==> config.mk <==
export PLATFORM = sky130hd
export DESIGN_NAME = mem_port_arbiter
export DESIGN_NICKNAME = d
export VERILOG_FILES = /design/src/rtl/mem_port_arbiter.sv
export SDC_FILE = /design/constraint.sdc
export NUM_CORES = 1
export LEC_CHECK = 0
export CORE_MARGIN = 1
export CORE_UTILIZATION = 34
export CTS_CLUSTER_SIZE = 10
export DETAILED_ROUTE_END_ITERATION = 16
export GPL_TIMING_DRIVEN = 0
export PLACE_DENSITY = 0.82
export SKIP_CTS_REPAIR_TIMING = 1
export SYNTH_ARGS = -nofsm -noshare
export SYNTH_HDL_FRONTEND = slang
export SYNTH_SLANG_ARGS = --single-unit
==> constraint.sdc <==
create_clock -name clk -period 2.1 [get_ports clk]
set_input_delay 0.525 -clock clk [delete_from_list [all_inputs] [get_ports clk]]
set_output_delay 0.525 -clock clk [all_outputs]
set_load 0.005 [all_outputs]
==> src/rtl/mem_port_arbiter.sv <==
// Arbitrates one single-ported memory between fetch and load/store; request seen in IDLE is on m_* next cycle.
// Holds the grant until m_ack (acks are combinational); defining MEM_ARB_RR_EN makes ties round-robin instead of data-first.
module mem_port_arbiter #(
  parameter int ADDR_W = 32,
  parameter int DATA_W = 32
) (
  input  logic              clk,
  input  logic              rst_n,
  input  logic              if_req,
  input  logic [ADDR_W-1:0] if_addr,
  output logic              if_ack,
  output logic [DATA_W-1:0] if_rdata,
  input  logic              d_req,
  input  logic              d_we,
  input  logic [2:0]        d_size,
  input  logic [ADDR_W-1:0] d_addr,
  input  logic [DATA_W-1:0] d_wdata,
  output logic              d_ack,
  output logic [DATA_W-1:0] d_rdata,
  output logic              m_req,
  output logic              m_we,
  output logic [2:0]        m_size,
  output logic [ADDR_W-1:0] m_addr,
  output logic [DATA_W-1:0] m_wdata,
  input  logic [DATA_W-1:0] m_rdata,
  input  logic              m_ack,
  input  logic              hlt,
  output logic              halted
);

  typedef enum logic [1:0] {IDLE, GNT_IF, GNT_D, HALTED} state_t;

  state_t state;
  logic   pick_d;
  logic   grant;

  assign grant = (state == IDLE) && !hlt && (if_req || d_req);

`ifdef MEM_ARB_RR_EN
  logic last_d;

  // On a tie the side that did not win last time goes first; reset means fetch won last.
  assign pick_d = d_req && (!if_req || !last_d);

  always_ff @(posedge clk or negedge rst_n) begin
    if (!rst_n) begin
      last_d <= 1'b0;
    end else if (grant) begin
      last_d <= pick_d;
    end
  end
`else
  assign pick_d = d_req;
`endif

  always_ff @(posedge clk or negedge rst_n) begin
    if (!rst_n) begin
      state   <= IDLE;
      m_req   <= 1'b0;
      m_we    <= 1'b0;
      m_size  <= 3'b000;
      m_addr  <= '0;
      m_wdata <= '0;
      halted  <= 1'b0;
    end else begin
      case (state)
        IDLE: begin
          if (hlt) begin
            state  <= HALTED;
            halted <= 1'b1;
          end else if (grant) begin
            m_req <= 1'b1;
            if (pick_d) begin
              state   <= GNT_D;
              m_we    <= d_we;
              m_size  <= d_size;
              m_addr  <= d_addr;
              m_wdata <= d_wdata;
            end else begin
              state   <= GNT_IF;
              m_we    <= 1'b0;
              m_size  <= 3'b010;
              m_addr  <= if_addr;
              m_wdata <= '0;
            end
          end
        end
        GNT_IF, GNT_D: begin
          if (m_ack) begin
            m_req  <= 1'b0;
            state  <= hlt ? HALTED : IDLE;
            halted <= hlt;
          end
        end
        HALTED: begin
          m_req <= 1'b0;
        end
        default: begin
          state <= IDLE;
          m_req <= 1'b0;
        end
      endcase
    end
  end

  // Acks follow m_ack in the same cycle, gated by m_req so a stray m_ack is ignored.
  assign if_ack   = (state == GNT_IF) && m_req && m_ack;
  assign d_ack    = (state == GNT_D) && m_req && m_ack;
  assign if_rdata = m_rdata;
  assign d_rdata  = m_rdata;

endmodule

==> results.sh <==
export IMPL_die_height_um=106
export IMPL_post_place_ws_ps=-161
export IMPL_cp_num_buf_inv=3
export IMPL_floorplan_initialDensity_pct=35.2
export IMPL_cp_top_family="flip-flops"
export IMPL_hold_viol_final=0
export IMPL_ff_latch_area_um2=1800
export IMPL_drive_gt1_share_pct=25.6
export IMPL_port_buffers=241
export IMPL_dpl_cell_area_um2=6230
export IMPL_worst_pin_slew_ps=895
export IMPL_path_cells="buf_4 > inv_2 > ha_1 > and3_1 > dlymetal6s2s_1"
export IMPL_overflow=0
export IMPL_reg2reg_to="m_wdata[27]"
export IMPL_cts_buffer_depth=2
export IMPL_clk_latency_ps=350
export IMPL_die_area_um2=11200
export IMPL_first_iter_violations=116
export IMPL_routabilityCongestion=0.736
export IMPL_avgSynthCellArea_um2=13.0
export IMPL_maxCapViolations=0
export IMPL_multi_input_area_um2=1240
export IMPL_diodes=0
export IMPL_grt_start_max_net_pins=73
export IMPL_rsz0062_at_grt="no"
export IMPL_instances_no_fill=678
export IMPL_core_area_um2=10400
export IMPL_synthTopCellsByArea="dfrtp_1, buf_4, mux2_2"
export IMPL_root_buffer="clkbuf_8"
export IMPL_yosysTopAreaCell="dfrtp_1"
export IMPL_finalInstanceArea_um2=6480
export IMPL_path_clk_slew_ps=70
export IMPL_min_period_ps=1910
export IMPL_yosys_register_bits=72
export IMPL_nets=679
export IMPL_hold_ws_ps=305
export IMPL_setup_ws_ps=193
export IMPL_skew_ps=3.26
export IMPL_cp_required_ps=1570
export IMPL_synthCells=281
export IMPL_cp_max_fo=3
export IMPL_grt_use_total_pct=19.2
export IMPL_power_leakage_nw=2.89
export IMPL_relSlewSlack_pct=40.3
export IMPL_grt_pass1_wl_um=16500
export IMPL_drv_slew=0
export IMPL_max_freq_mhz=524
export IMPL_min_period_over_period_pct=90.8
export IMPL_yosysWarnings=0
export IMPL_detail_route_first_pass_iterations=4
export IMPL_cts_sinks=72
export IMPL_setup_tns_final_ps=0
export IMPL_wl_um=10700
export IMPL_setup_viol=0
export IMPL_hp_class="in -> async"
export IMPL_status="complete, no violations"
export IMPL_h_tree_depth=3
export IMPL_timing_rr_start="state[0]"
export IMPL_syn_nets=423
export IMPL_ios=274
export IMPL_dpl_cell_count=658
export IMPL_arrival_ps=1380
export IMPL_cp_start_kind="register"
export IMPL_vias=3055
export IMPL_ff2ff_setup_slack_ps=220
export IMPL_dieWidth_um=106
export IMPL_peakVddDrop_v=0.000757
export IMPL_grt_pass1_vias=3273
export IMPL_route_detailed_drc=0
export IMPL_cts_tree="built"
export IMPL_synth_top_area_share_pct=49.3
export IMPL_synth_area_um2=3650
export IMPL_postRouteAntennaNets=0
export IMPL_fillers=858
export IMPL_cts_buffers=9
export IMPL_p_per_area_nw_per_um2=1040
export IMPL_antenna_found_initial=0
export IMPL_syn_to_final_growth_pct=77.6
export IMPL_avgRoutedWirePerCell_um=15.8
export IMPL_worst_setup_path_type="reg -> out"
export IMPL_max_stage_delay_ps=400
export IMPL_worstSetupEndpointType="output pin"
export IMPL_ff2ff_path_depth=8
export IMPL_rows=37
export IMPL_vias_per_cell=4.51
export IMPL_cpMaxStageDelayCell="dfrtp_1"
export IMPL_yosysSeqAreaShare_pct=49.3
export IMPL_ys_types=22
export IMPL_place_hpwl_um=8320
flip-flops by register name, summed over array words and instances, names as in the netlist:
name,flops
m_req,1
m_we,1
m_wdata,32
state,2
m_addr,32
halted,1
m_size,3
worst register-to-register path, stage by stage, from the launching register on:
cell and delay (ps):
dfrtp_1 420, buf_4 150, inv_2 70, ha_1 220, nor2b_4 190, o21ai_2 110
buf_6 170, buf_2 190, a22o_1 250
layout make-up:
type / instances / share of cell area (%)
Clock inverter: 3 / 1.00
Inverter: 5 / 0.290
Buffer: 79 / 9.15
Multi-Input combinational cell: 125 / 19.1
Sequential cell: 72 / 27.8
Timing Repair Buffer: 245 / 37.8
Tap cell: 136 / 2.62
Clock buffer: 13 / 2.30
layer usage:
metal | track usage (%) | wire, µm | vias to the layer above
met5 | 0 | 0 | -
met4 | 8.43 | 233 | 0
met3 | 5.75 | 953 | 18
met2 | 33.2 | 5360 | 162
met1 | 21.9 | 4140 | 1441
li1 | - | - | 1434
layout by cell type (no fill, tap or decap), drive strengths merged:
cell type and instances:
and3 2, a21oi 3, a22oi 1, a22o 35
mux2 66, nor2b 3, a211oi 1, clkbuf 14
ha 4, dlymetal6s2s 3, inv 5, nor2 4
dfrtp 72, bufinv 2, mux2i 1, clkinv 1
buf 83, and2 1, o22a 1, o21bai 2
clkdlybuf4s50 237, o21ai 1
where the power goes:
group          switching (W)  internal [W]  total (W)  leakage [nW]
sequential          0.000385       0.00206    0.00244         0.896
combinational       0.000919       0.00215    0.00307          1.89
clock               0.000502      0.000701    0.00120         0.108
total                0.00181       0.00491    0.00671          2.89
Yosys cell counts:
library cell,instances
clkbuf_1,1
a21oi_1,3
buf_4,67
a211oi_2,1
o22a_1,1
mux2_1,28
buf_2,6
inv_1,5
o21bai_1,2
nor2_1,4
mux2i_1,1
a22o_1,35
dfrtp_1,72
nor2b_4,1
mux2_2,38
a22oi_1,1
and3_1,2
buf_6,5
nor2b_1,2
and2_1,1
ha_1,4
o21ai_2,1
cell families (layout without fill, tap and decap cells):
family          Yosys count  after routing  synth area share [%]
buf+inv                  84            345                  16.8
fa+ha+maj                 4              4                  1.37
flops                    72             72                  49.3
compound gates           44             44                  10.2
mux                      67             67                  20.6
simple gates             10             10                  1.64
worst max-delay path by stage:
stage                        start    endpoint  slack (ps)  depth (start not counted)
after detailed placement     m_ack      if_ack        -160                          3
after global placement       rst_n   m_addr[9]       -1900                          1
after floorplan           state[0]   m_size[0]         540                          7
final                     state[0]       d_ack         190                          5
after CTS                    m_ack      if_ack        -160                          3
after global routing      state[0]  m_addr[27]         120                          7
stage by stage:
| step | power, W | utilization, % |
|---|---|---|
| detailed placement | 0.00549 | 60.1 |
| CTS | 0.00673 | 62.2 |
| global placement | 0.00541 | 60.1 |
| global route | 0.00708 | 62.5 |
| finish | 0.00671 | 62.5 |
| floorplan | 0.00354 | - |
No activity file was read; power rests on OpenSTA's default activity.
